<file path="src/rtl/clint_timer_pkg.sv">
// clint_timer_pkg: register offsets, reset constants and small helpers shared
// by the core-local interruptor.
package clint_timer_pkg;

  // Byte offsets relative to the block's base address.
  localparam logic [15:0] CLINT_MSIP        = 16'h0000;
  localparam logic [15:0] CLINT_MTIMECMP_LO = 16'h4000;
  localparam logic [15:0] CLINT_MTIMECMP_HI = 16'h4004;
  localparam logic [15:0] CLINT_MTIME_LO    = 16'hBFF8;
  localparam logic [15:0] CLINT_MTIME_HI    = 16'hBFFC;

  // Compare value after reset: the largest value, so no interrupt until software programs it.
  localparam logic [63:0] MTIMECMP_RESET = 64'hFFFF_FFFF_FFFF_FFFF;

  // Which architectural register a bus address selects.
  typedef enum logic [2:0] {
    REG_NONE,
    REG_MSIP,
    REG_CMP_LO,
    REG_CMP_HI,
    REG_TIME_LO,
    REG_TIME_HI
  } reg_sel_e;

  // Word-aligned decode; the two byte-offset bits are ignored.
  function automatic reg_sel_e decode_offset(input logic [15:0] addr);
    logic [15:0] word;
    word = {addr[15:2], 2'b00};
    case (word)
      CLINT_MSIP:        return REG_MSIP;
      CLINT_MTIMECMP_LO: return REG_CMP_LO;
      CLINT_MTIMECMP_HI: return REG_CMP_HI;
      CLINT_MTIME_LO:    return REG_TIME_LO;
      CLINT_MTIME_HI:    return REG_TIME_HI;
      default:           return REG_NONE;
    endcase
  endfunction

  // Replace only the bytes whose strobe is set.
  function automatic logic [31:0] merge_bytes(input logic [31:0] old,
                                              input logic [31:0] data,
                                              input logic [3:0]  strb);
    logic [31:0] merged;
    merged = old;
    for (int i = 0; i < 4; i++) begin
      if (strb[i]) merged[8*i +: 8] = data[8*i +: 8];
    end
    return merged;
  endfunction

endpackage

</file>
<file path="src/rtl/clint_prescaler.sv">
// clint_prescaler: divides the clock into mtime ticks. The count runs
// 0..PRESCALE-1 and tick is high while the count sits at PRESCALE-1.
module clint_prescaler #(
  parameter int PRESCALE = 1
) (
  input  logic clock,
  input  logic reset,
  input  logic clear,
  output logic tick
);

  localparam int CW = (PRESCALE > 1) ? $clog2(PRESCALE) : 1;
  localparam logic [CW-1:0] LAST = CW'(PRESCALE - 1);

  logic [CW-1:0] count;

  assign tick = (count == LAST);

  // Prescale counter: wraps on the tick, restarts on reset or clear.
  always_ff @(posedge clock) begin
    // NOTE: state is updated with non-blocking assignments so every flop samples pre-edge values.
    if (reset || clear || tick) begin
      count <= '0;
    end else begin
      count <= count + CW'(1);
    end
  end

endmodule

</file>
<file path="src/rtl/clint_timer.sv">
// clint_timer: core-local interruptor. Holds mtime, mtimecmp and msip behind a
// single-cycle bus responder and drives the timer/software interrupt lines.
// Optional feature macro CLINT_MTIME_LATCH_EN: a read of the low mtime word
// snapshots the high word so the following high-word read is atomic.
module clint_timer
  import clint_timer_pkg::*;
#(
  parameter int          PRESCALE  = 1,
  parameter logic [15:0] BASE_ADDR = 16'h0000
) (
  input  logic        clock,
  input  logic        reset,
  input  logic [15:0] bus_addr,
  input  logic [31:0] bus_wdata,
  input  logic [3:0]  bus_wstrb,
  input  logic        bus_wen,
  input  logic        bus_ren,
  output logic [31:0] bus_rdata,
  output logic        bus_ready,
  output logic        timer_interrupt,
  output logic        software_interrupt
);

  // Base address is decoded by the surrounding interconnect, not here.
  logic unused_base;
  assign unused_base = ^BASE_ADDR;

  reg_sel_e    sel;
  logic        time_wr;
  logic        tick;

  logic [63:0] mtime;
  logic [63:0] mtimecmp;
  logic        msip;
  logic [63:0] mtime_next;
  logic [63:0] mtimecmp_next;
  logic        msip_next;
  logic [31:0] rd_value;

`ifdef CLINT_MTIME_LATCH_EN
  logic [31:0] mtime_shadow;
`endif

  assign sel     = decode_offset(bus_addr);
  assign time_wr = bus_wen && ((sel == REG_TIME_LO) || (sel == REG_TIME_HI));

  // A software write to mtime on a tick edge restarts the prescale period.
  clint_prescaler #(
    .PRESCALE (PRESCALE)
  ) u_prescaler (
    .clock (clock),
    .reset (reset),
    .clear (time_wr && tick),
    .tick  (tick)
  );

  // Read multiplexer over the current (pre-write) register values.
  always_comb begin
    // NOTE: every combinational output gets a default first so no latch is inferred.
    rd_value = '0;
    case (sel)
      REG_MSIP:    rd_value = {31'd0, msip};
      REG_CMP_LO:  rd_value = mtimecmp[31:0];
      REG_CMP_HI:  rd_value = mtimecmp[63:32];
      REG_TIME_LO: rd_value = mtime[31:0];
`ifdef CLINT_MTIME_LATCH_EN
      REG_TIME_HI: rd_value = mtime_shadow;
`else
      REG_TIME_HI: rd_value = mtime[63:32];
`endif
      default:     rd_value = '0;
    endcase
  end

  // Register next-state: byte-merged bus writes; an mtime write swallows that edge's tick.
  always_comb begin
    mtime_next    = mtime;
    mtimecmp_next = mtimecmp;
    msip_next     = msip;
    if (bus_wen) begin
      case (sel)
        REG_MSIP:    if (bus_wstrb[0]) msip_next = bus_wdata[0];
        REG_CMP_LO:  mtimecmp_next[31:0]  = merge_bytes(mtimecmp[31:0], bus_wdata, bus_wstrb);
        REG_CMP_HI:  mtimecmp_next[63:32] = merge_bytes(mtimecmp[63:32], bus_wdata, bus_wstrb);
        REG_TIME_LO: mtime_next[31:0]     = merge_bytes(mtime[31:0], bus_wdata, bus_wstrb);
        REG_TIME_HI: mtime_next[63:32]    = merge_bytes(mtime[63:32], bus_wdata, bus_wstrb);
        default:     ;
      endcase
    end
    if (!time_wr && tick) begin
      mtime_next = mtime + 64'd1;
    end
  end

  // Architectural timer and software-interrupt registers.
  always_ff @(posedge clock) begin
    if (reset) begin
      mtime    <= '0;
      mtimecmp <= MTIMECMP_RESET;
      msip     <= 1'b0;
    end else begin
      mtime    <= mtime_next;
      mtimecmp <= mtimecmp_next;
      msip     <= msip_next;
    end
  end

  // Bus response: one-cycle ready for every request; read data holds until the next read.
  always_ff @(posedge clock) begin
    if (reset) begin
      bus_ready <= 1'b0;
      bus_rdata <= '0;
    end else begin
      bus_ready <= bus_wen || bus_ren;
      if (bus_ren) begin
        bus_rdata <= rd_value;
      end
    end
  end

`ifdef CLINT_MTIME_LATCH_EN
  // Snapshot of the high mtime word taken alongside every low-word read.
  always_ff @(posedge clock) begin
    if (reset) begin
      mtime_shadow <= '0;
    end else if (bus_ren && (sel == REG_TIME_LO)) begin
      mtime_shadow <= mtime[63:32];
    end
  end
`endif

  // Level-sensitive timer interrupt from the current register outputs.
  always_ff @(posedge clock) begin
    if (reset) begin
      timer_interrupt <= 1'b0;
    end else begin
      timer_interrupt <= (mtime >= mtimecmp);
    end
  end

  assign software_interrupt = msip;

endmodule

</file>
<file path="config.mk">
export PLATFORM = sky130hd
export DESIGN_NAME = clint_timer
export DESIGN_NICKNAME = d
export VERILOG_FILES = /design/src/rtl/clint_timer_pkg.sv /design/src/rtl/clint_prescaler.sv /design/src/rtl/clint_timer.sv
export SDC_FILE = /design/constraint.sdc
export NUM_CORES = 1
export LEC_CHECK = 0
export ABC_AREA = 1
export BUFFER_PORTS_ARGS = -buffer_cell sky130_fd_sc_hd__buf_2
export CAP_MARGIN = 40
export CORE_MARGIN = 2
export CORE_UTILIZATION = 25
export DETAILED_ROUTE_END_ITERATION = 7
export PLACE_DENSITY = 0.44
export SLEW_MARGIN = 15
export SYNTH_ARGS = -nofsm -noshare
export SYNTH_HDL_FRONTEND = slang
export SYNTH_SLANG_ARGS = --single-unit
</file>
<file path="constraint.sdc">
create_clock -name clock -period 1.9 [get_ports clock]
set_input_delay 0.285 -clock clock [delete_from_list [all_inputs] [get_ports clock]]
set_output_delay 0.285 -clock clock [all_outputs]
set_load 0.05 [all_outputs]
</file>
# Word level (Yosys, flattened, before mapping)

Cells that the tools add are included.

Memory bits (read-only): 0
Memories kept: 0
Output and inout bits: 35
Memory bits (writable): 0
Latch bits: 0
Word-level logic and storage cells: 77
Bits of input ports: 56
Register bits after elaboration: 164

Multiply operators: 0
Divide/modulo/power cells: 0
Equal/unequal tests: 9
Order comparisons: 1
Bitwise operators: 1
Add/subtract/negate cells: 2
Reduce and logical (&&, ||, !) cells: 33
Multiplexer cells: 10
Shift operators: 0

Operators by type and width:

| cell                                                                    | count |
|---|---|
| 32-bit one-hot mux with 5 select lines                                  | 1 |
| 64-bit two-way mux                                                      | 2 |
| 64-bit by 1-bit adder with 64-bit output, second input constant         | 1 |
| 64-bit greater-or-equal comparator                                      | 1 |
| 32-bit two-way mux                                                      | 2 |
| 3-bit AND reduction                                                     | 17 |
| 8-bit two-way mux                                                       | 4 |
| 14-bit by 13-bit equality test with 1-bit output, second input constant | 2 |
| 14-bit equality test, second input constant                             | 2 |
| 3-bit one-hot mux with 5 select lines                                   | 1 |
| 14-bit zero test                                                        | 1 |
| 2-bit nonzero test                                                      | 7 |
| 3-bit by 2-bit equality test with 1-bit output, second input constant   | 2 |
| 3-bit equality test, second input constant                              | 2 |
| 1-bit logical OR                                                        | 4 |
| 3-bit by 1-bit equality test with 1-bit output, second input constant   | 1 |
| 1-bit logical AND                                                       | 3 |
| 1-bit adder, second input constant                                      | 1 |
| 1-bit zero test                                                         | 1 |
| 1-bit inverter                                                          | 1 |

# Logic depth before layout (Yosys ltp)

Gate-level depths: netlist of the first run.

Depth in word-level cells: 9
Depth in mapped cells: 18
Mapped depth without buffers: 17

# By module

From an unflattened synthesis of the first run, not the netlist that was laid out.

Cell total of the unflattened synthesis: 1871
Area, all modules: 11466.0 um^2

Modules (own cells, without submodules):

| module          | area an instance (um^2) | times used | cells an instance | sequential area each (um^2) |
|---|---|---|---|---|
| clint_timer     | 11438.5                 | 1          | 1868              | 3263.1 |
| clint_prescaler | 27.5                    | 1          | 3                 | 20.0 |

# Least setup slack after synthesis of the first run

No wires, ideal clock.

Kind: register -> register
From: register mtime[1]
To: register mtime[30]
Data arrival time: 1.609 ns
Data required time: 1.788 ns
Clock period less this slack: 1.720 ns
Slack: 0.180 ns
Path buffers: 1
Library setup time: 0.112 ns
Cell stages (with the launch flop): 13
Path through: dfxtp_1 > ha_1 > buf_2 > nand3_1 > nor2_2 > nand3_1 > inv_1 > nand2_1 > xor2_1 > nand2_1 > nand2_1 > nor2_1 > nor2_1

Cells in the longest elaborated chain, start to end: 2

Ends and longest elaborated chain:

| element                                  | RTL line           | source |
|---|---|---|
| from (decl)                              | clint_timer.sv:32  | `logic [63:0] mtime;` |
| from (signal assigned)                   | clint_timer.sv:102 | `mtime <= mtime_next;` |
| 64-bit by 1-bit adder with 64-bit output | clint_timer.sv:91  | `mtime_next = mtime + 64'd1;` |
| 64-bit two-way mux                       | clint_timer.sv:90  | `if (!time_wr && tick) begin` |

Every way passes these cells.
A chain may end at the register's enable or synchronous reset.

# Worst setup path in the final report of the first run

From: register mtime[21]
To: register mtime[33]

The elaborated chain is that of the path after synthesis.

==> results of run 1 <==
metrics by stage:
stage / utilization, % / std cells
after floorplan: - / 1830
after global placement: 31.9 / 2700
after detailed placement: 31.9 / 2700
after CTS: 33.6 / 2743
after global routing: 34.5 / 2744
final: 34.5 / 2744
final timing paths:
kind,cells past startpoint,end,startpoint,slack (ns)
setup / recovery,14,mtime[33]$_SDFFE_PP0P_,mtime[21]$_SDFFE_PP0P_,0.08
hold reg to reg,2,mtimecmp[29]$_SDFFE_PP1P_,mtimecmp[29]$_SDFFE_PP1P_,0.46
setup reg to reg,14,mtime[33]$_SDFFE_PP0P_,mtime[21]$_SDFFE_PP0P_,0.08
hold / removal,3,mtimecmp[54]$_SDFFE_PP1P_,bus_wdata[22],0.05
worst max-delay path, cell delays in order (launching register included):
cell and delay, ns:
dfxtp_4 0.39, nand2_1 0.10, buf_4 0.14, nor2_1 0.13
buf_4 0.16, nand2_2 0.08, nor2_2 0.18, buf_4 0.16
nand3_1 0.07, nand2_1 0.06, nand2_1 0.05, nand2_1 0.05
nand3_1 0.06, nand2_1 0.06, inv_1 0.03
cells in the final DEF (no fill, tap or decap), types with 17 or more instances in the layout:
master / n
o22ai_1: 31
dfxtp_1: 122
clkbuf_16: 17
nor3_1: 19
inv_1: 203
ha_1: 63
nor2_2: 38
nand3_1: 100
nand4_1: 50
buf_2: 88
o21ai_0: 64
nand2_1: 584
nor2_1: 145
o211ai_1: 45
buf_4: 251
nand2_2: 25
dfxtp_2: 35
a21oi_1: 129
nor3_2: 19
registers in the layout (all words and copies together) (netlist names):
name / count
mtime: 64
mtimecmp: 64
bus_rdata: 32
bus_ready: 1
software_interrupt: 1
timer_interrupt: 1
u_prescaler.count: 1
logic make-up after synthesis:
kind of cell,after synthesis,synth area share [%]
other,1,0.0334
buffers and inverters,281,10.1
AOI/OAI and AO/OA,291,14.4
adders and majority gates,65,7.25
DFF,164,29.3
xor gates and xnor gates,18,1.40
and+or+nand+nor,1010,37.5
area by class of cell:
class | instances | area, um^2
Clock buffer | 25 | 485
Timing Repair Buffer | 359 | 2610
Clock inverter | 7 | 120
Fill cell | 4979 | 29000
Tap cell | 592 | 741
Sequential cell | 164 | 3350
Multi-Input combinational cell | 1385 | 7160
Inverter | 212 | 796
power groups by stage:
stage                     Sequential [mW]  Combinational, mW  Clock [mW]
after global placement               3.76               1.23           0
after detailed placement             3.76               1.24           0
after global routing                 3.71               1.44        4.06
final                                3.70               1.28        3.80
after floorplan                      3.74              0.618           0
after CTS                            3.69               1.27        3.90
repair_timing:
action                                 in CTS  in global routing
hold buffers                               10                  0
endpoints found under the hold margin      10                  0
gates resized for setup                    20                136
pin swaps                                   1                 13
buffers inserted                            1                  1
setup endpoints to repair                  28                 56
layer usage:
metal  wire [um]  vias up  global-route usage [%]
met2       22700      240                    34.7
met5           0        -                       0
met3        1750       51                    3.86
li1            -     6588                       -
met1       23200     6055                    28.3
met4         987        0                    7.06
==> run metrics, run 1 <==
Final Hold Fails=0; Detailed Routing Iterations Pass 1=5; most frequent cell after synthesis=nand2_1; clk slew on worst S/H paths=0.07 ns; syn_area_per_cell=6.13 um^2; Post-DP HPWL=38600 um; Logic pwr share=14.6%; Tightest Hold Check Type=in2reg; Cell Pwr Density=575 mW/mm^2; sequential share of the synthesized area=29.3%; GR Overflow Total=0; Netlist cell types=36; main area contributors after synthesis=dfxtp_1, nand2_1, ha_1, inv_1, nor2_1; IO Port Bufs=88; NumNets Final=2260; pre-CTS setup slack=-0.127 ns; post-route ant nets=0; Arr. time, crit path=2.21 ns; RSZ-0062 raised after global routing=true; drc violations=0; synth warn=0; synth cell count leaders=nand2_1, inv_1, nor2_1; Max rail drop VDD=692 uV; min Tclk post-route=1.82 ns; largest net degree at the start of global routing=65; initial DRC count=952; total chip power=8.77 mW; GPL Wtd Cong=0.911; Syn Std Cell Area=0.0112 mm^2; initial antenna violation count=1; asr flop ratio synth=0%; sequential share of power=42.1%; clock root buffer=clkbuf_16; Layout Area Growth over Synthesis=36.0%; Global Route Usage Sum=21.3%; relative slew slack=60.6%; Top FF cell, synth=dfxtp_1; area share of the largest cell type after synthesis=29.3%; Hold Worst Slack=0.0475 ns; ratio of cells with drive above 1 in the final layout=24.9%; clock sinks=164; CP Class=reg2reg; routed via count=12900; status=finished, final reports clean; Net Switching=2.54 mW; TritonCTS clock tree=done; vias per std cell=4.71; clock share of power=43.3%; die width=216 um; Setup Skew=0.0116 ns; Num CTS Buffers=17; # setup viols final=0; Worst EP required=2.29 ns; vias in the first global route=12600; Initial Utilization=25.4%; worst-path fanout max=6; first-pass GRT wire length=74200 um; Leak=7.66 nW; post-route setup slack=0.0784 ns; Pint=6.23 mW; worst skew pair latency=0.50 ns; net count after synthesis=1951; Net Sw Frac=29.0%; antenna fix cells=0; Wirelength per Cell=17.7 um; Setup TNS=0 ns; max-slew violations=0; fin crit share=95.9%; core area=0.0442 mm^2; slew at the pin closest to its max-slew limit=0.591 ns; Bufs on Longest Clock Path=2; max_cap viols=0; # rows=77; Post-synth EDFFs=0; CP startpoint kind=flip-flop; Die ar.=0.0466 mm^2; H-tree Lvls=4; critical path endpoint category=flip-flop; io pins=91; die height=216 um; Cell Area, Placed=0.0141 mm^2; #FFs+latches synth=164; final instance area=0.0153 mm^2; FMAX=0.549 GHz; Post-Syn Instances=1830; dominant cell type by area after synthesis=dfxtp_1; Detailed Route WL=48600 um
Power figures use the tool's default switching activity.
==> run 2, diff against run 1 <==
- CORE_UTILIZATION: 25 -> 35
- PLACE_DENSITY: 0.44 -> 0.55
- clock period: 1.9 -> 2.3 ns (I/O delays scaled with it)
==> run 2 against run 1 <==
Effect of this change: via count shrank 4.7%; cell count shrank 14%; die area shrank 28%; flip-flop and latch count is the same; hold slack gained 0.075 ns; non-clock buffer count shrank 183; first-iteration DRC count shrank 6.0%; fmax shrank 16%; combinational power shrank 35%.
==> run metrics, run 2 (same netlist as run 1, synthesis figures left out) <==
CP Cell Sequence=nand2_1 -> nor3_1 -> nand2_1 -> nor2_1 -> nand2_1 -> inv_1 -> nand3_1 -> nand2_1 -> nand3_1 -> a21oi_1; postcts setup bufs=0 (-1); WHS Path Cells=3 (unchanged); critical path endpoint category=flip-flop; initial antenna violation count=0 (-1); NumNets Final=2077 (-8.1%); Bufs on Longest Clock Path=2 (unchanged); clock root buffer=clkbuf_16; crit-path leading delay family=simple AND/OR/NAND/NOR gates; fin crit share=94.5% (-1.4 points); clk slew on worst S/H paths=0.07 ns (about the same); Wirelength per Cell=17.9 um (+0.85%); Worst path max stage delay=0.48 ns (+0.09 ns); sequential share of power=44.5% (+2.4 points); Tightest Hold Check Type=in2reg; post-route ant nets=0 (unchanged); pre-CTS setup slack=0.120 ns (+0.247 ns); Num CTS Buffers=17 (unchanged); r2r worst-path depth=10 (-4); Net Switching=2.06 mW (-19%); Initial Utilization=35.6% (+10 points); Detailed Route WL=42300 um (-13%); first-pass GRT wire length=65800 um (-11%); # rows=65 (-16%); Max rail drop VDD=546 uV (-21%); most common cell after layout, fill and taps aside=nand2_1; relative slew slack=57.4% (-3.2 points); drc violations=0 (unchanged); Logic pwr share=12.0% (-2.6 points); Reg2Reg Launch Point=mtime[21]$_SDFFE_PP0P_; H-tree Lvls=4 (unchanged); Net Sw Frac=29.9% (+0.91 points); Hold Path End=mtimecmp[53]$_SDFFE_PP1P_; Global Route Usage Sum=25.7% (+4.4 points); GR Overflow Total=0 (unchanged); core area=0.0316 mm^2 (-29%); TritonCTS clock tree=done; CP startpoint kind=flip-flop; post-route setup slack=0.126 ns (+0.0479 ns); GPL Wtd Cong=0.966 (+6.0%); Worst EP required=2.68 ns (+0.39 ns); IO Port Bufs=88 (unchanged); Arr. time, crit path=2.56 ns (+0.35 ns); Leak=6.69 nW (-13%); biggest regs=mtime: 64 flops, mtimecmp: 64 flops, bus_rdata: 32 flops; # setup viols final=0 (unchanged); io pins=91 (unchanged); worst-path fanout max=6 (unchanged); status=finished, final reports clean; RR Endpoint=mtime[56]$_SDFFE_PP0P_; Pint=4.84 mW (-22%); max_cap viols=0 (unchanged); worst skew pair latency=0.46 ns (-0.04 ns); CP Class=reg2reg; vias in the first global route=11700 (-7.7%); commonest cells after routing, fill and taps aside=nand2_1, inv_1, nor2_1, dfxtp_1, a21oi_1; Detailed Routing Iterations Pass 1=5 (unchanged); critical hold path startpoint=bus_wdata[21]; die width=183 um (-15%); max-slew violations=0 (unchanged); clock sinks=164 (unchanged); Cell Pwr Density=524 mW/mm^2 (-8.9%); worst path bufs/invs=1 (-3); ratio of cells with drive above 1 in the final layout=12.1% (-13 points); largest net degree at the start of global routing=60 (-7.7%); die height=183 um (-15%); FMAX=0.460 GHz (-16%); RSZ-0062 raised after global routing=false; Worst path most repeated cell=nand2_1; routed via count=12300 (-4.7%); Layout Area Growth over Synthesis=17.4%; antenna fix cells=0 (unchanged); initial DRC count=895 (-6.0%); Setup TNS=0 ns (unchanged); Final Hold Fails=0 (unchanged); slew at the pin closest to its max-slew limit=0.632 ns (+0.0412 ns); Crit-path slowest cell=dfxtp_1; Post-DP HPWL=33500 um (-13%); Die ar.=0.0335 mm^2 (-28%); Setup Skew=0.0109 ns (-0.000794 ns); min Tclk post-route=2.17 ns (+0.352 ns); vias per std cell=5.20 (+10%); clock share of power=43.5% (+0.2 points); setup slack, reg-to-reg=0.13 ns (+0.05 ns)
[run 2: layout make-up]
class | count | area (um^2)
Multi-Input combinational cell | 1385 | 6810
Clock buffer | 17 | 425
Inverter | 212 | 796
Sequential cell | 164 | 3280
Tap cell | 402 | 503
Timing Repair Buffer | 176 | 1190
Clock inverter | 15 | 170
Fill cell | 3443 | 18400
[run 2: worst max-delay path by stage]
stage                                 startpoint                      to  slack (ns)  cells past startpoint
after global placement              bus_addr[15]  mtime[47]$_SDFFE_PP0P_        0.13                     12
after global routing      mtime[21]$_SDFFE_PP0P_  mtime[56]$_SDFFE_PP0P_       0.003                     10
final                     mtime[21]$_SDFFE_PP0P_  mtime[56]$_SDFFE_PP0P_        0.13                     10
after CTS                 mtime[21]$_SDFFE_PP0P_  mtime[56]$_SDFFE_PP0P_        0.20                     10
after floorplan            mtime[1]$_SDFFE_PP0P_  mtime[30]$_SDFFE_PP0P_        0.58                     12
after detailed placement            bus_addr[15]  mtime[40]$_SDFFE_PP0P_        0.12                     12
[run 2: what timing repair did]
| item | CTS | global route |
|---|---|---|
| hold buffers | 0 | 0 |
| endpoints found under the setup margin | 0 | 2 |
| resized for setup | 0 | 2 |
[run 2: power groups by stage]
stage	clock network, mW	logic, mW	registers [mW]
floorplan	0	0.511	3.09
global placement	0	0.816	3.13
detailed placement	0	0.826	3.13
CTS	3.08	0.829	3.07
global route	3.17	0.940	3.08
finish	3.00	0.830	3.07
[run 2: per-layer routing]
layer	share of wire (%)	global-route usage, %	up-vias
li1	-	-	6211
met1	46	34.4	5699
met2	46	42.0	362
met3	5.4	4.01	56
met4	2.9	9.06	0
met5	0	0	-
[run 2: stage by stage]
step	total power, mW	utilization (%)	hold WS, ns	instances	cell area, um^2
global route	7.19	41.7	0.122	2371	13200
CTS	6.98	41.7	0.101	2371	13200
finish	6.90	41.7	0.123	2371	13200
floorplan	3.60	-	0.429	1830	11200
global placement	3.95	39.8	0.440	2339	12600
detailed placement	3.96	39.8	0.446	2339	12600
[run 2: worst register-to-register path, cell delays in order, from the launching register on]
cell and delay, ns:
dfxtp_1 0.48, nand2_1 0.15, nor3_1 0.32, nand2_1 0.23, nor2_1 0.23, nand2_1 0.23, inv_1 0.15, nand3_1 0.08
nand2_1 0.06, nand3_1 0.06, a21oi_1 0.12
